File: src/rtl/pipe_ctrl_if.sv
// ID-stage control bundle: decoded-instruction inputs from IF/ID and the
// registered ID/EX control word, hazard and MDU status back to the core.
interface pipe_ctrl_if #(
    parameter int CNT_W = 6
);
    // Handshake: IF/ID offers an instruction with id_valid; stall is the
    // inverse of ready. The instruction is consumed on a rising edge where
    // id_valid=1 and stall=0; while stall=1 the producer holds every id_*
    // field stable. ex_flush overrides both and discards ID/EX plus any
    // in-flight MDU operation on that edge.
    logic             id_valid;
    logic [6:0]       id_op;
    logic [2:0]       id_funct3;
    logic [6:0]       id_funct7;
    logic [4:0]       id_rs1;
    logic [4:0]       id_rs2;
    logic [4:0]       id_rd;
    logic             ex_flush;
    logic             stall;
    logic             mdu_busy;
    logic             ex_valid;
    logic             ex_RegWrite;
    logic             ex_MemWrite;
    logic             ex_ALUSrc;
    logic [5:0]       ex_EXTOp;
    logic [4:0]       ex_ALUOp;
    logic [2:0]       ex_NPCOp;
    logic [2:0]       ex_DMType;
    logic [1:0]       ex_WDSel;
    logic [4:0]       ex_rd;
    logic [2:0]       ex_mdu_op;
    logic             ex_mdu_start;
    logic             ex_illegal;
    logic [CNT_W-1:0] mdu_cnt;

    modport slave (
        input  id_valid, id_op, id_funct3, id_funct7, id_rs1, id_rs2, id_rd, ex_flush,
        output stall, mdu_busy, ex_valid, ex_RegWrite, ex_MemWrite, ex_ALUSrc,
               ex_EXTOp, ex_ALUOp, ex_NPCOp, ex_DMType, ex_WDSel, ex_rd,
               ex_mdu_op, ex_mdu_start, ex_illegal, mdu_cnt
    );

    modport master (
        output id_valid, id_op, id_funct3, id_funct7, id_rs1, id_rs2, id_rd, ex_flush,
        input  stall, mdu_busy, ex_valid, ex_RegWrite, ex_MemWrite, ex_ALUSrc,
               ex_EXTOp, ex_ALUOp, ex_NPCOp, ex_DMType, ex_WDSel, ex_rd,
               ex_mdu_op, ex_mdu_start, ex_illegal, mdu_cnt
    );
endinterface

File: src/rtl/pipe_ctrl_unit.sv
// ID-stage control for the 5-stage RV32I(M) core: decode into the ID/EX
// register, load-use bubbles, EX redirect flushes and MDU occupancy counting.
module pipe_ctrl_unit #(
    parameter bit EN_MEXT    = 1'b1,
    parameter int MDU_CYCLES = 34,
    parameter int CNT_W      = 6
) (
    input logic        clk,
    input logic        rst,
    pipe_ctrl_if.slave bus
);
    localparam logic [6:0] OP_R     = 7'b0110011;
    localparam logic [6:0] OP_I     = 7'b0010011;
    localparam logic [6:0] OP_LOAD  = 7'b0000011;
    localparam logic [6:0] OP_STORE = 7'b0100011;
    localparam logic [6:0] OP_BR    = 7'b1100011;
    localparam logic [6:0] OP_JAL   = 7'b1101111;
    localparam logic [6:0] OP_JALR  = 7'b1100111;
    localparam logic [6:0] OP_LUI   = 7'b0110111;
    localparam logic [6:0] OP_AUIPC = 7'b0010111;

    localparam logic [6:0] F7_BASE = 7'b0000000;
    localparam logic [6:0] F7_ALT  = 7'b0100000;
    localparam logic [6:0] F7_MEXT = 7'b0000001;

    localparam logic [4:0] ALU_LUI   = 5'b00001;
    localparam logic [4:0] ALU_AUIPC = 5'b00010;
    localparam logic [4:0] ALU_ADD   = 5'b00011;
    localparam logic [4:0] ALU_SUB   = 5'b00100;
    localparam logic [4:0] ALU_BNE   = 5'b00101;
    localparam logic [4:0] ALU_BLT   = 5'b00110;
    localparam logic [4:0] ALU_BGE   = 5'b00111;
    localparam logic [4:0] ALU_BLTU  = 5'b01000;
    localparam logic [4:0] ALU_BGEU  = 5'b01001;
    localparam logic [4:0] ALU_SLT   = 5'b01010;
    localparam logic [4:0] ALU_SLTU  = 5'b01011;
    localparam logic [4:0] ALU_XOR   = 5'b01100;
    localparam logic [4:0] ALU_OR    = 5'b01101;
    localparam logic [4:0] ALU_AND   = 5'b01110;
    localparam logic [4:0] ALU_SLL   = 5'b01111;
    localparam logic [4:0] ALU_SRL   = 5'b10000;
    localparam logic [4:0] ALU_SRA   = 5'b10001;

    localparam logic [5:0] EXT_SHAMT = 6'b100000;
    localparam logic [5:0] EXT_I     = 6'b010000;
    localparam logic [5:0] EXT_S     = 6'b001000;
    localparam logic [5:0] EXT_B     = 6'b000100;
    localparam logic [5:0] EXT_U     = 6'b000010;
    localparam logic [5:0] EXT_J     = 6'b000001;

    localparam logic [2:0] NPC_BR   = 3'b001;
    localparam logic [2:0] NPC_JAL  = 3'b010;
    localparam logic [2:0] NPC_JALR = 3'b100;

    localparam logic [2:0] DM_W  = 3'b000;
    localparam logic [2:0] DM_H  = 3'b001;
    localparam logic [2:0] DM_HU = 3'b010;
    localparam logic [2:0] DM_B  = 3'b011;
    localparam logic [2:0] DM_BU = 3'b100;

    localparam logic [1:0] WD_MEM = 2'b01;
    localparam logic [1:0] WD_PC  = 2'b10;

    // The counter holds the cycles remaining after the first EX cycle;
    // CNT_W must be wide enough that 2**CNT_W > MDU_CYCLES.
    localparam logic [CNT_W-1:0] MDU_LOAD = CNT_W'(MDU_CYCLES - 1);

    typedef struct packed {
        logic       reg_write;
        logic       mem_write;
        logic       alu_src;
        logic [5:0] ext_op;
        logic [4:0] alu_op;
        logic [2:0] npc_op;
        logic [2:0] dm_type;
        logic [1:0] wd_sel;
        logic [2:0] mdu_op;
        logic       illegal;
    } ctrl_t;

    ctrl_t            dec;
    ctrl_t            ex_q;
    logic             ex_valid_q;
    logic [4:0]       ex_rd_q;
    logic             start_q;
    logic [CNT_W-1:0] cnt_q;

    logic       use_rs1;
    logic       use_rs2;
    logic       is_mop;
    logic       bad;
    logic [4:0] alu_base;
    logic       mdu_busy;
    logic       load_use;

    // funct3 -> ALU op shared by register and immediate arithmetic
    always_comb begin
        alu_base = ALU_ADD;
        case (bus.id_funct3)
            3'b000:  alu_base = ALU_ADD;
            3'b001:  alu_base = ALU_SLL;
            3'b010:  alu_base = ALU_SLT;
            3'b011:  alu_base = ALU_SLTU;
            3'b100:  alu_base = ALU_XOR;
            3'b101:  alu_base = ALU_SRL;
            3'b110:  alu_base = ALU_OR;
            default: alu_base = ALU_AND;
        endcase
    end

    always_comb begin
        dec     = '0;
        use_rs1 = 1'b0;
        use_rs2 = 1'b0;
        is_mop  = 1'b0;
        bad     = 1'b0;
        case (bus.id_op)
            OP_R: begin
                use_rs1       = 1'b1;
                use_rs2       = 1'b1;
                dec.reg_write = 1'b1;
                if (bus.id_funct7 == F7_BASE) begin
                    dec.alu_op = alu_base;
                end else if (bus.id_funct7 == F7_ALT && bus.id_funct3 == 3'b000) begin
                    dec.alu_op = ALU_SUB;
                end else if (bus.id_funct7 == F7_ALT && bus.id_funct3 == 3'b101) begin
                    dec.alu_op = ALU_SRA;
                end else if (EN_MEXT && bus.id_funct7 == F7_MEXT) begin
                    is_mop     = 1'b1;
                    dec.mdu_op = bus.id_funct3;
                end else begin
                    bad = 1'b1;
                end
            end
            OP_I: begin
                use_rs1       = 1'b1;
                dec.reg_write = 1'b1;
                dec.alu_src   = 1'b1;
                dec.ext_op    = EXT_I;
                dec.alu_op    = alu_base;
                if (bus.id_funct3 == 3'b001) begin
                    dec.ext_op = EXT_SHAMT;
                    bad        = (bus.id_funct7 != F7_BASE);
                end else if (bus.id_funct3 == 3'b101) begin
                    dec.ext_op = EXT_SHAMT;
                    if (bus.id_funct7 == F7_ALT) dec.alu_op = ALU_SRA;
                    else if (bus.id_funct7 != F7_BASE) bad = 1'b1;
                end
            end
            OP_LOAD: begin
                use_rs1       = 1'b1;
                dec.reg_write = 1'b1;
                dec.alu_src   = 1'b1;
                dec.ext_op    = EXT_I;
                dec.alu_op    = ALU_ADD;
                dec.wd_sel    = WD_MEM;
                case (bus.id_funct3)
                    3'b000:  dec.dm_type = DM_B;
                    3'b001:  dec.dm_type = DM_H;
                    3'b010:  dec.dm_type = DM_W;
                    3'b100:  dec.dm_type = DM_BU;
                    3'b101:  dec.dm_type = DM_HU;
                    default: bad = 1'b1;
                endcase
            end
            OP_STORE: begin
                use_rs1       = 1'b1;
                use_rs2       = 1'b1;
                dec.mem_write = 1'b1;
                dec.alu_src   = 1'b1;
                dec.ext_op    = EXT_S;
                dec.alu_op    = ALU_ADD;
                case (bus.id_funct3)
                    3'b000:  dec.dm_type = DM_B;
                    3'b001:  dec.dm_type = DM_H;
                    3'b010:  dec.dm_type = DM_W;
                    default: bad = 1'b1;
                endcase
            end
            OP_BR: begin
                use_rs1    = 1'b1;
                use_rs2    = 1'b1;
                dec.ext_op = EXT_B;
                dec.npc_op = NPC_BR;
                case (bus.id_funct3)
                    3'b000:  dec.alu_op = ALU_SUB;
                    3'b001:  dec.alu_op = ALU_BNE;
                    3'b100:  dec.alu_op = ALU_BLT;
                    3'b101:  dec.alu_op = ALU_BGE;
                    3'b110:  dec.alu_op = ALU_BLTU;
                    3'b111:  dec.alu_op = ALU_BGEU;
                    default: bad = 1'b1;
                endcase
            end
            OP_JAL: begin
                dec.reg_write = 1'b1;
                dec.ext_op    = EXT_J;
                dec.npc_op    = NPC_JAL;
                dec.wd_sel    = WD_PC;
            end
            OP_JALR: begin
                use_rs1       = 1'b1;
                dec.reg_write = 1'b1;
                dec.alu_src   = 1'b1;
                dec.ext_op    = EXT_I;
                dec.alu_op    = ALU_ADD;
                dec.npc_op    = NPC_JALR;
                dec.wd_sel    = WD_PC;
                bad           = (bus.id_funct3 != 3'b000);
            end
            OP_LUI: begin
                dec.reg_write = 1'b1;
                dec.alu_src   = 1'b1;
                dec.ext_op    = EXT_U;
                dec.alu_op    = ALU_LUI;
            end
            OP_AUIPC: begin
                dec.reg_write = 1'b1;
                dec.alu_src   = 1'b1;
                dec.ext_op    = EXT_U;
                dec.alu_op    = ALU_AUIPC;
            end
            default: bad = 1'b1;
        endcase
        // Illegal encodings still occupy EX, but with no architectural effect
        if (bad) begin
            dec         = '0;
            dec.illegal = 1'b1;
            is_mop      = 1'b0;
        end
    end

    assign mdu_busy = (cnt_q != '0);
    assign load_use = ex_valid_q && (ex_q.wd_sel == WD_MEM) && (ex_rd_q != 5'd0) &&
                      ((use_rs1 && bus.id_rs1 == ex_rd_q) || (use_rs2 && bus.id_rs2 == ex_rd_q));

    always_ff @(posedge clk or posedge rst) begin
        if (rst) begin
            ex_q       <= '0;
            ex_valid_q <= 1'b0;
            ex_rd_q    <= '0;
            start_q    <= 1'b0;
            cnt_q      <= '0;
        end else if (bus.ex_flush) begin
            ex_q       <= '0;
            ex_valid_q <= 1'b0;
            ex_rd_q    <= '0;
            start_q    <= 1'b0;
            cnt_q      <= '0;
        end else if (mdu_busy) begin
            start_q <= 1'b0;
            cnt_q   <= cnt_q - CNT_W'(1);
        end else if (load_use) begin
            ex_q       <= '0;
            ex_valid_q <= 1'b0;
            ex_rd_q    <= '0;
            start_q    <= 1'b0;
        end else begin
            ex_q       <= bus.id_valid ? dec : '0;
            ex_valid_q <= bus.id_valid;
            ex_rd_q    <= bus.id_valid ? bus.id_rd : '0;
            start_q    <= bus.id_valid && is_mop;
            cnt_q      <= (bus.id_valid && is_mop && MDU_CYCLES > 1) ? MDU_LOAD : '0;
        end
    end

    assign bus.stall        = (bus.id_valid && load_use) || mdu_busy;
    assign bus.mdu_busy     = mdu_busy;
    assign bus.ex_valid     = ex_valid_q;
    assign bus.ex_RegWrite  = ex_q.reg_write;
    assign bus.ex_MemWrite  = ex_q.mem_write;
    assign bus.ex_ALUSrc    = ex_q.alu_src;
    assign bus.ex_EXTOp     = ex_q.ext_op;
    assign bus.ex_ALUOp     = ex_q.alu_op;
    assign bus.ex_NPCOp     = ex_q.npc_op;
    assign bus.ex_DMType    = ex_q.dm_type;
    assign bus.ex_WDSel     = ex_q.wd_sel;
    assign bus.ex_rd        = ex_rd_q;
    assign bus.ex_mdu_op    = ex_q.mdu_op;
    assign bus.ex_mdu_start = start_q;
    assign bus.ex_illegal   = ex_q.illegal;
    assign bus.mdu_cnt      = cnt_q;
endmodule

File: src/flat_wrapper.sv
// flat-port wrapper written by rule: the top's interface ports become plain ports
module pipe_ctrl_unit_flat 
#(
    parameter bit EN_MEXT    = 1'b1,
    parameter int MDU_CYCLES = 34,
    parameter int CNT_W      = 6
)
  (clk, rst, bus_id_valid, bus_id_op, bus_id_funct3, bus_id_funct7, bus_id_rs1, bus_id_rs2, bus_id_rd, bus_ex_flush, bus_stall, bus_mdu_busy, bus_ex_valid, bus_ex_RegWrite, bus_ex_MemWrite, bus_ex_ALUSrc, bus_ex_EXTOp, bus_ex_ALUOp, bus_ex_NPCOp, bus_ex_DMType, bus_ex_WDSel, bus_ex_rd, bus_ex_mdu_op, bus_ex_mdu_start, bus_ex_illegal, bus_mdu_cnt);
  pipe_ctrl_if #(.CNT_W(CNT_W)) bus_i ();
  input logic clk;
  input logic rst;
  input wire logic [$bits(bus_i.id_valid)-1:0] bus_id_valid;
  input wire logic [$bits(bus_i.id_op)-1:0] bus_id_op;
  input wire logic [$bits(bus_i.id_funct3)-1:0] bus_id_funct3;
  input wire logic [$bits(bus_i.id_funct7)-1:0] bus_id_funct7;
  input wire logic [$bits(bus_i.id_rs1)-1:0] bus_id_rs1;
  input wire logic [$bits(bus_i.id_rs2)-1:0] bus_id_rs2;
  input wire logic [$bits(bus_i.id_rd)-1:0] bus_id_rd;
  input wire logic [$bits(bus_i.ex_flush)-1:0] bus_ex_flush;
  output wire logic [$bits(bus_i.stall)-1:0] bus_stall;
  output wire logic [$bits(bus_i.mdu_busy)-1:0] bus_mdu_busy;
  output wire logic [$bits(bus_i.ex_valid)-1:0] bus_ex_valid;
  output wire logic [$bits(bus_i.ex_RegWrite)-1:0] bus_ex_RegWrite;
  output wire logic [$bits(bus_i.ex_MemWrite)-1:0] bus_ex_MemWrite;
  output wire logic [$bits(bus_i.ex_ALUSrc)-1:0] bus_ex_ALUSrc;
  output wire logic [$bits(bus_i.ex_EXTOp)-1:0] bus_ex_EXTOp;
  output wire logic [$bits(bus_i.ex_ALUOp)-1:0] bus_ex_ALUOp;
  output wire logic [$bits(bus_i.ex_NPCOp)-1:0] bus_ex_NPCOp;
  output wire logic [$bits(bus_i.ex_DMType)-1:0] bus_ex_DMType;
  output wire logic [$bits(bus_i.ex_WDSel)-1:0] bus_ex_WDSel;
  output wire logic [$bits(bus_i.ex_rd)-1:0] bus_ex_rd;
  output wire logic [$bits(bus_i.ex_mdu_op)-1:0] bus_ex_mdu_op;
  output wire logic [$bits(bus_i.ex_mdu_start)-1:0] bus_ex_mdu_start;
  output wire logic [$bits(bus_i.ex_illegal)-1:0] bus_ex_illegal;
  output wire logic [$bits(bus_i.mdu_cnt)-1:0] bus_mdu_cnt;
  assign bus_i.id_valid = bus_id_valid;
  assign bus_i.id_op = bus_id_op;
  assign bus_i.id_funct3 = bus_id_funct3;
  assign bus_i.id_funct7 = bus_id_funct7;
  assign bus_i.id_rs1 = bus_id_rs1;
  assign bus_i.id_rs2 = bus_id_rs2;
  assign bus_i.id_rd = bus_id_rd;
  assign bus_i.ex_flush = bus_ex_flush;
  assign bus_stall = bus_i.stall;
  assign bus_mdu_busy = bus_i.mdu_busy;
  assign bus_ex_valid = bus_i.ex_valid;
  assign bus_ex_RegWrite = bus_i.ex_RegWrite;
  assign bus_ex_MemWrite = bus_i.ex_MemWrite;
  assign bus_ex_ALUSrc = bus_i.ex_ALUSrc;
  assign bus_ex_EXTOp = bus_i.ex_EXTOp;
  assign bus_ex_ALUOp = bus_i.ex_ALUOp;
  assign bus_ex_NPCOp = bus_i.ex_NPCOp;
  assign bus_ex_DMType = bus_i.ex_DMType;
  assign bus_ex_WDSel = bus_i.ex_WDSel;
  assign bus_ex_rd = bus_i.ex_rd;
  assign bus_ex_mdu_op = bus_i.ex_mdu_op;
  assign bus_ex_mdu_start = bus_i.ex_mdu_start;
  assign bus_ex_illegal = bus_i.ex_illegal;
  assign bus_mdu_cnt = bus_i.mdu_cnt;
  pipe_ctrl_unit #(.EN_MEXT(EN_MEXT), .MDU_CYCLES(MDU_CYCLES), .CNT_W(CNT_W)) u_core (.clk(clk), .rst(rst), .bus(bus_i));
endmodule
File: config.mk
export PLATFORM = sky130hd
export DESIGN_NAME = pipe_ctrl_unit_flat
export DESIGN_NICKNAME = d
export VERILOG_FILES = /design/src/rtl/pipe_ctrl_if.sv /design/src/rtl/pipe_ctrl_unit.sv /design/src/flat_wrapper.sv
export SDC_FILE = /design/constraint.sdc
export NUM_CORES = 1
export LEC_CHECK = 0
export ABC_AREA = 0
export ABC_CLOCK_PERIOD_IN_PS = 3050
export BUFFER_PORTS_ARGS = -buffer_cell sky130_fd_sc_hd__buf_2
export CAP_MARGIN = 20
export CORE_ASPECT_RATIO = 2
export CORE_MARGIN = 10
export CORE_UTILIZATION = 30
export CTS_CLUSTER_DIAMETER = 30
export DETAILED_ROUTE_END_ITERATION = 8
export GPL_ROUTABILITY_DRIVEN = 0
export RECOVER_POWER = 100
export SLEW_MARGIN = 15
export SYNTH_ARGS = -nofsm -noshare
export SYNTH_HDL_FRONTEND = slang
export SYNTH_SLANG_ARGS = --single-unit
File: constraint.sdc
create_clock -name clk -period 3.05 [get_ports clk]
set_input_delay 0 -clock clk [delete_from_list [all_inputs] [get_ports clk]]
set_output_delay 0 -clock clk [all_outputs]
set_load 0.02 [all_outputs]
==> results.sh, run 1 <==
export IMPL_status="completed"
export IMPL_clk_pin_slew_worst_paths_ns=0.06
export IMPL_rsz0062_at_grt="no"
export IMPL_setup_slack_ns=0.362
export IMPL_synth_compound_area_frac=0.255
export IMPL_hold_violations=0
export IMPL_cts_root_buf="clkbuf_16"
export IMPL_grt_pass1_vias=2446
export IMPL_antenna_found_initial=0
export IMPL_max_freq_mhz=372
export IMPL_worst_pin_slew_ns=0.795
export IMPL_via_per_inst=5.51
export IMPL_maxSlewViolCount=0
export IMPL_start_util=0.305
export IMPL_clkSinkCount=39
export IMPL_pin_count=77
export IMPL_wirelength_um=7600
export IMPL_crit_path_start_kind="flop"
export IMPL_drv_cap=0
export IMPL_period_share=0.881
export IMPL_critPathBufInv=2
export IMPL_yosysSeqAreaShare=0.409
export IMPL_grt_max_degree=27
export IMPL_synthXorXnorAreaFrac=0.0588
export IMPL_final_min_clock_period_ns=2.69
export IMPL_slowest_delay_ns=0.44
export IMPL_wl_met2_um=3640
export IMPL_synth_fa_ha_area_frac=0.00525
export IMPL_p_total_mw=1.86
export IMPL_netlist_area_mm2=0.00238
export IMPL_synth_common_cells="39 x dfrtp_1, 19 x nand2_1, 18 x nor2_1, 16 x clkbuf_1"
export IMPL_cts_resized=0
export IMPL_cp_arrival_ns=2.90
export IMPL_cp_cell_sequence="nor3_1 > and3b_1 > clkinv_1 > a2111oi_4 > o2111a_1 > clkbuf_2 > a32o_1"
export IMPL_leakage_nw=1.24
export IMPL_diodes=0
export IMPL_ir_drop_mv=0.509
export IMPL_clk_latency_ns=0.28
export IMPL_first_pass_iters=4
export IMPL_yosys_warnings=0
export IMPL_netlist_instances=255
export IMPL_final_nets=366
export IMPL_synth_edf_count=0
export IMPL_row_count=46
export IMPL_cts_made_buffers=5
export IMPL_crit_slowest_cell="and3b_1"
export IMPL_synth_cell_types=49
export IMPL_via_count=2347
export IMPL_synthSimpleGateAreaFrac=0.204
export IMPL_die_area_mm2=0.0121
export IMPL_track_usage=0.119
export IMPL_dp_slack_ns=0.554
export IMPL_skew_ns=0.00629
export IMPL_power_density_mw_per_mm2=628
export IMPL_met1Wirelength_um=3310
export IMPL_syn_num_nets=292
export IMPL_dp_hpwl_um=5720
export IMPL_gr_total_overflow=0
export IMPL_fp_dieH_um=146
export IMPL_synth_most_common_cell="dfrtp_1"
export IMPL_clock_path_buffers=2
export IMPL_ys_async_sr_fraction=1.00
export IMPL_core_mm2=0.00783
export IMPL_synth_top_cell_by_area="dfrtp_1"
export IMPL_crit_required_ns=3.26
export IMPL_cts_hold_buf=6
export IMPL_drive_above_1_share=0.158
export IMPL_path_max_fanout=17
export IMPL_utilization=0.379
export IMPL_grt_pass1_wl_um=12400
export IMPL_area_delta_synth_final_pct=24.2
export IMPL_worstSetupPathType="flop to flop"
export IMPL_cts_htree_levels=2
export IMPL_drt_iter0_markers=153
export IMPL_synth_area_leaders="dfrtp_1 41%, a32o_1 5.9%, xnor2_1 5.1%"
export IMPL_top_layer_used="met4"
export IMPL_slew_headroom=0.470
export IMPL_cpLargestDelayFamily="simple AND/OR/NAND/NOR gates"
export IMPL_wl_met3_um=550
export IMPL_synth_top_family_by_area="compound AO/OA/AOI/OAI gates"
export IMPL_ant_nets=0
export IMPL_avgRoutedWirePerCell_um=17.8
export IMPL_finalSetupTns_ns=0
export IMPL_die_w_um=83.0
export IMPL_cts_setup_buffers=0
export IMPL_drc=0
export IMPL_numPortBuffers=76
export IMPL_setup_viol_count_final=0
export IMPL_cts_tree="built"
export IMPL_cp_end_kind="flop"
export IMPL_synth_mux_area_frac=0.00420
export IMPL_nFillCells=854
export IMPL_yosysTopAreaCellShare=0.409
export IMPL_synthFlopType="dfrtp_1"
export IMPL_hp_class="primary input to flop"
export IMPL_synth_ff_latch_count=39
export IMPL_syn_area_per_cell_um2=9.35
[per-stage QoR]
step	area, um2	instances	hold WS (ns)
2_1_floorplan	2380	255	0.140
3_3_place_gp	2810	411	0.231
3_5_place_dp	2810	411	0.236
4_1_cts	3020	425	0.0452
5_1_grt	2960	426	0.0524
6_report	2960	426	0.0515
[registers in the layout (all words and copies together) (netlist names)]
name                     flops
u_core.bus.ex_mdu_op         3
u_core.bus.ex_illegal        1
u_core.bus.ex_valid          1
u_core.bus.ex_EXTOp          6
u_core.bus.mdu_cnt           6
u_core.bus.ex_NPCOp          3
u_core.bus.ex_RegWrite       1
u_core.bus.ex_MemWrite       1
u_core.bus.ex_WDSel          2
u_core.bus.ex_mdu_start      1
u_core.bus.ex_rd             5
u_core.bus.ex_DMType         3
u_core.bus.ex_ALUSrc         1
u_core.bus.ex_ALUOp          5
[layout by cell type (no fill, tap or decap), types with 2 or more instances in the layout]
cell type / instances
nor2b_1: 3
nand3b_1: 5
dlygate4sd3_1: 6
o21ai_0: 9
a21oi_1: 14
dfrtp_1: 39
nor2_1: 17
clkbuf_1: 44
and3_1: 2
a31oi_1: 2
inv_1: 5
a21o_1: 2
o21a_1: 3
xnor2_1: 14
nand2b_1: 5
nand2_1: 19
nand4_1: 12
buf_2: 35
nand3_1: 5
nor3_1: 14
a211oi_1: 2
buf_4: 4
a22o_1: 13
clkbuf_16: 5
nor4_1: 3
o31ai_1: 2
xor2_1: 2
clkbuf_8: 2
o211ai_1: 4
and3b_1: 3
a32o_1: 14
[cell families (layout without fill, tap and decap cells)]
family / after synthesis / count (layout)
adder cells (fa/ha/maj): 1 / 1
multiplexers: 1 / 1
XOR/XNOR: 16 / 16
AO/OA/AOI/OAI: 76 / 76
buffers and inverters: 29 / 104
AND/OR/NAND/NOR: 93 / 93
flip-flops: 39 / 39
[cell type report]
type | count | area (um2) | area share
repair buffers | 89 | 432 | 0.146
inverters | 7 | 26.3 | 0.00887
well taps | 96 | 120 | 0.0405
flip-flops and latches | 39 | 976 | 0.329
clock buffers | 8 | 156 | 0.0528
multi-input cells | 187 | 1250 | 0.423
[worst paths after layout]
path	cells after the start	from	slack [ns]	end
hold reg to reg	2	u_core.bus.ex_EXTOp[1]	0.48	u_core.bus.ex_EXTOp[1]
hold / removal	2	bus_ex_flush	0.05	u_core.bus.ex_mdu_op[1]
min in group asynchronous	3	rst	0.30	u_core.bus.mdu_cnt[1]
setup / recovery	7	u_core.bus.mdu_cnt[2]	0.36	u_core.bus.ex_ALUSrc
max in group asynchronous	4	rst	1.65	u_core.bus.ex_NPCOp[1]
setup reg to reg	7	u_core.bus.mdu_cnt[2]	0.36	u_core.bus.ex_ALUSrc
[power by group]
part / switching, mW / internal, mW / total, mW
clock: 0.197 / 0.348 / 0.545
combinational: 0.449 / 0.222 / 0.670
sequential: 0.0702 / 0.574 / 0.644
[worst reg2reg max path: stages (launching register included)]
cell and delay, ns:
dfrtp_1 0.43, nor3_1 0.32, and3b_1 0.44, clkinv_1 0.34, a2111oi_4 0.29, o2111a_1 0.22
clkbuf_2 0.33, a32o_1 0.25
[per-layer routing]
layer	track usage	vias to the layer above
met5	0	-
li1	-	1106
met4	0.0300	0
met2	0.196	99
met3	0.0390	9
met1	0.146	1133
No activity file was read; power rests on OpenSTA's default activity.
==> run 2: changes to the inputs <==
Settings changed: HOLD_SLACK_MARGIN set to 0.12.
==> run 2 against run 1 <==
Compared with the run above: first-iteration DRC count grew 11%; worst setup slack worse by 0.10 ns; power rose by 0.30%; final area up 1.9%; final cell count is 1.2% higher; register-to-register slack about the same; via count barely moved; worst hold slack improved by 0.15 ns; combinational power rose by 0.9%; sequential share of layout area is 0.60 points lower; sequential power barely moved.
==> results.sh, run 2 (same netlist as run 1, synthesis figures left out) <==
export IMPL_finalSetupTns_ns=0
export IMPL_layout_cells_non_filler=431
export IMPL_seqPwrFrac=0.345
export IMPL_die_w_um=83.0
export IMPL_via_count=2348
export IMPL_wirelength_um=7660
export IMPL_r2r_end="u_core.bus.ex_ALUSrc"
export IMPL_period_share=0.916
export IMPL_track_usage=0.120
export IMPL_dp_hpwl_um=5720
export IMPL_first_pass_iters=4
export IMPL_cts_htree_levels=2
export IMPL_ant_nets=0
export IMPL_cp_end_kind="flop"
export IMPL_hp_class="primary input to flop"
export IMPL_pin_count=77
export IMPL_avgRoutedWirePerCell_um=17.8
export IMPL_hold_violations=0
export IMPL_clock_path_buffers=2
export IMPL_mostFrequentLayoutCell="clkbuf_1"
export IMPL_hold_end="u_core.bus.ex_mdu_op[2]"
export IMPL_antenna_found_initial=0
export IMPL_power_share_switching=0.385
export IMPL_p_sw_uw=718
export IMPL_crit_required_ns=3.27
export IMPL_cts_made_buffers=5
export IMPL_power_density_mw_per_mm2=618
export IMPL_cts_setup_buffers=0
export IMPL_clk_latency_ns=0.28
export IMPL_clkSinkCount=39
export IMPL_final_min_clock_period_ns=2.79
export IMPL_via_per_inst=5.45
export IMPL_cts_tree="built"
export IMPL_maxSlewViolCount=0
export IMPL_die_area_mm2=0.0121
export IMPL_clk_pin_slew_worst_paths_ns=0.06
export IMPL_p_total_mw=1.87
export IMPL_cts_root_buf="clkbuf_16"
export IMPL_path_max_fanout=17
export IMPL_gr_total_overflow=0
export IMPL_cp_arrival_ns=3.01
export IMPL_final_nets=371
export IMPL_ir_drop_mv=0.509
export IMPL_area_delta_synth_final_pct=26.5
export IMPL_clkPwrFrac=0.293
export IMPL_drc=0
export IMPL_numPortBuffers=76
export IMPL_start_util=0.305
export IMPL_nFillCells=852
export IMPL_max_freq_mhz=358
export IMPL_seqCellArea_um2=976
export IMPL_multi_input_area_mm2=0.00126
export IMPL_status="completed"
export IMPL_core_mm2=0.00783
export IMPL_row_count=46
export IMPL_drv_cap=0
export IMPL_drt_iter0_markers=170
export IMPL_combPwrFrac=0.362
export IMPL_worstSetupPathType="primary input to flop"
export IMPL_fp_dieH_um=146
export IMPL_worst_pin_slew_ns=0.795
export IMPL_rsz0062_at_grt="no"
export IMPL_grt_pass1_vias=2472
export IMPL_final_cell_mix="45 x clkbuf_1, 39 x dfrtp_1, 34 x buf_2"
export IMPL_grt_pass1_wl_um=12500
export IMPL_slew_headroom=0.470
export IMPL_setup_viol_count_final=0
export IMPL_grt_max_degree=27
export IMPL_internal_power_mw=1.15
export IMPL_r2r_start="u_core.bus.mdu_cnt[2]"
export IMPL_placedCellCount=411
export IMPL_r2r_slack_ns=0.35
export IMPL_skew_ns=0.00585
export IMPL_drive_above_1_share=0.155
export IMPL_hold_start="bus_id_funct3[2]"
export IMPL_leakage_nw=1.26
export IMPL_crit_path_start_kind="primary input"
export IMPL_diodes=0
export IMPL_r2r_cells=7
export IMPL_hold_path_depth=2
-- run 2: changes by cell type in the layout (fill, tap and decap cells not counted) --
cell,before,now
dlygate4sd3_1,6,11
buf_2,35,34
clkbuf_1,44,45
o22ai_1,1,0
o22ai_2,0,1
-- run 2: cell type report --
cell class	count	area share
clock buffer	8	0.0518
inverter	7	0.00871
multi-input combinational	187	0.417
sequential	39	0.323
tap	96	0.0398
timing repair buffer	94	0.159
-- run 2: critical path, stage by stage --
cell	delay, ns
dlygate4sd3_1	0.53
clkbuf_1	0.32
nor4bb_1	0.39
buf_4	0.24
and3_1	0.19
and4_1	0.27
and3_1	0.25
nand4_1	0.12
a21oi_1	0.14
dlygate4sd3_1	0.56
-- run 2: worst max path at each step --
| stage | from | endpoint | slack [ns] | depth (start not counted) |
|---|---|---|---|---|
| after floorplan | u_core.bus.mdu_cnt[2] | u_core.bus.ex_MemWrite | 0.62 | 8 |
| after global placement | u_core.bus.mdu_cnt[2] | u_core.bus.ex_WDSel[1] | 0.67 | 7 |
| after detailed placement | u_core.bus.mdu_cnt[2] | u_core.bus.ex_NPCOp[1] | 0.55 | 7 |
| after CTS | bus_id_op[2] | u_core.bus.ex_mdu_op[1] | 0.47 | 10 |
| after global routing | bus_id_op[2] | u_core.bus.ex_mdu_op[1] | 0.15 | 10 |
| final | bus_id_op[2] | u_core.bus.ex_mdu_op[1] | 0.26 | 10 |
-- run 2: what timing repair did --
| item | 4_1_cts | 5_1_grt |
|---|---|---|
| resized for setup | 0 | 0 |
| endpoints found under the hold margin | 41 | 0 |
| hold buffers | 11 | 0 |
-- run 2: layer usage --
| metal | global-route usage | wire length (um) | vias to the layer above |
|---|---|---|---|
| met5 | 0 | 0 | - |
| li1 | - | - | 1113 |
| met2 | 0.198 | 3650 | 100 |
| met1 | 0.146 | 3350 | 1126 |
| met4 | 0.0300 | 95 | 0 |
| met3 | 0.0390 | 566 | 9 |
-- run 2: power by group through the flow --
stage	Combinational [mW]	Sequential (mW)	Clock (mW)
floorplan	0.412	0.707	0
global placement	0.672	0.646	0
detailed placement	0.685	0.652	0
CTS	0.700	0.644	0.558
global route	0.745	0.655	0.583
finish	0.676	0.644	0.546
-- run 2: stage by stage --
step	utilization	instance area (um2)	setup WS, ns	hold WS [ns]
after floorplan	-	2380	0.616	0.140
after global placement	0.359	2810	0.670	0.231
after detailed placement	0.359	2810	0.554	0.236
after CTS	0.393	3070	0.466	0.188
after global routing	0.386	3020	0.145	0.193
final	0.386	3020	0.258	0.197
==> run 3: changes to the inputs <==
Settings changed: ABC_CLOCK_PERIOD_IN_PS 3050 to 2400, BUFFER_PORTS_ARGS -buffer_cell sky130_fd_sc_hd__buf_2 to not set, DONT_BUFFER_PORTS set to 1.
Clock period 3.05 ns to 2.4 ns, I/O delays scaled along.
==> run 3 against run 2 <==
Compared with the run above: worst setup slack got worse by 0.096 ns; critical path type unchanged; register-to-register slack worse by 0.19 ns; non-clock buffer count shrank 59; final cell count is 14% lower; sequential share of layout area increased by 2.7 points; die area unchanged; sequential cell count unchanged; clock power up 17%.
==> results.sh, run 3 (same netlist as run 1, synthesis figures left out) <==
export IMPL_cts_setup_buffers=0
export IMPL_path_max_fanout=13
export IMPL_hp_class="primary input to flop"
export IMPL_row_count=46
export IMPL_setup_viol_count_final=0
export IMPL_via_count=2161
export IMPL_final_cell_mix="34 x dfrtp_1, 21 x dlygate4sd3_1, 19 x nand2_1"
export IMPL_gr_total_overflow=0
export IMPL_cts_made_buffers=5
export IMPL_dp_slack_ns=0.212
export IMPL_worst_pin_slew_ns=1.13
export IMPL_maxSlewViolCount=0
export IMPL_busiest_layer="met2"
export IMPL_skew_ns=0.00360
export IMPL_clk_latency_ns=0.28
export IMPL_die_w_um=83.0
export IMPL_grt_pass1_wl_um=12400
export IMPL_clk_pin_slew_worst_paths_ns=0.05
export IMPL_clkSinkCount=39
export IMPL_clock_path_buffers=2
export IMPL_worstSetupPathType="primary input to flop"
export IMPL_final_nets=312
export IMPL_final_min_clock_period_ns=2.24
export IMPL_cts_tree="built"
export IMPL_grt_max_degree=21
export IMPL_rsz0062_at_grt="no"
export IMPL_leakage_nw=1.12
export IMPL_max_freq_mhz=447
export IMPL_avgRoutedWirePerCell_um=20.8
export IMPL_cts_htree_levels=2
export IMPL_wirelength_um=7730
export IMPL_cp_arrival_ns=2.44
export IMPL_power_density_mw_per_mm2=806
export IMPL_via_per_inst=5.82
export IMPL_drv_cap=0
export IMPL_antenna_found_initial=0
export IMPL_hold_violations=0
export IMPL_crit_path_start_kind="primary input"
export IMPL_area_delta_synth_final_pct=17.6
export IMPL_drt_iter0_markers=93
export IMPL_drive_above_1_share=0.0873
export IMPL_ant_nets=0
export IMPL_fp_dieH_um=146
export IMPL_use_met1=0.139
export IMPL_use_met3=0.0641
export IMPL_diodes=0
export IMPL_crit_required_ns=2.60
export IMPL_die_area_mm2=0.0121
export IMPL_track_usage=0.123
export IMPL_grt_pass1_vias=2246
export IMPL_status="completed"
export IMPL_setup_slack_ns=0.161
export IMPL_start_util=0.305
export IMPL_slew_headroom=0.248
export IMPL_dp_hpwl_um=5580
export IMPL_drc=0
export IMPL_core_mm2=0.00783
export IMPL_finalSetupTns_ns=0
export IMPL_ir_drop_mv=0.593
export IMPL_first_pass_iters=4
export IMPL_numPortBuffers=0
export IMPL_cp_end_kind="flop"
export IMPL_period_share=0.933
export IMPL_utilization=0.358
export IMPL_cts_root_buf="clkbuf_16"
export IMPL_mostFrequentLayoutCell="dfrtp_1"
export IMPL_use_met2=0.197
export IMPL_pin_count=77
==> run 3: cell types whose count changed in the layout (fill, tap and decap cells not counted), moves of 2 or more <==
| cell | change |
|---|---|
| dfrtp_1 | -5 |
| clkinv_2 | +2 |
| buf_2 | -34 |
| dfrtp_2 | +5 |
| clkbuf_1 | -37 |
| dlygate4sd3_1 | +10 |
==> run 3: through the flow <==
step,hold slack (ns),area (um2),power [mW],std cells
6_report,0.129,2810,2.26,371
2_1_floorplan,0.140,2390,1.43,255
3_5_place_dp,0.0657,2490,1.68,343
5_1_grt,0.153,2810,2.43,371
3_3_place_gp,0.0401,2490,1.65,343
4_1_cts,0.120,2840,2.37,371
==> run 3: final cells by class <==
class	instances	area, um2
multi-input combinational	187	1250
sequential	39	982
fill	826	5020
tap	96	120
clock buffer	6	139
inverter	7	27.5
timing repair buffer	35	280
clock inverter	1	5.00
==> run 3: critical path: stages <==
cell and delay, ns:
dlygate4sd3_1 0.64, nor2b_1 0.22, and3_1 0.21, and4_1 0.27, and3_1 0.25, nand4_1 0.11, dlygate4sd3_1 0.59, a21oi_1 0.13
==> run 3: where the power goes <==
part | leakage (nW) | switching [mW] | internal [mW] | total [mW]
registers | 0.530 | 0.110 | 0.732 | 0.842
logic | 0.513 | 0.514 | 0.265 | 0.779
clock network | 0.0727 | 0.235 | 0.405 | 0.640
total | 1.12 | 0.860 | 1.40 | 2.26
==> run 3: final timing paths <==
check	startpoint	to	slack [ns]	cells past startpoint
max	bus_id_op[6]	u_core.bus.ex_mdu_op[0]	0.16	8
min	bus_id_funct7[0]	u_core.bus.ex_illegal	0.13	3
max reg2reg	u_core.bus.ex_rd[2]	u_core.bus.ex_mdu_op[1]	0.16	7
min reg2reg	u_core.bus.mdu_cnt[0]	u_core.bus.mdu_cnt[0]	0.59	3
max in group asynchronous	rst	u_core.bus.ex_rd[1]	0.54	3
min in group asynchronous	rst	u_core.bus.mdu_cnt[1]	0.31	2
==> run 3: timing repair <==
action / in CTS / in global routing
hold buffers: 21 / 0
resized for setup: 0 / 6
hold endpoints to repair: 54 / 0
setup endpoints to repair: 0 / 2
==> run 3: layer usage <==
metal	vias to the layer above	part of all wire
met5	-	0
met1	1047	0.38
li1	997	-
met4	0	0.0094
met2	111	0.48
met3	6	0.13
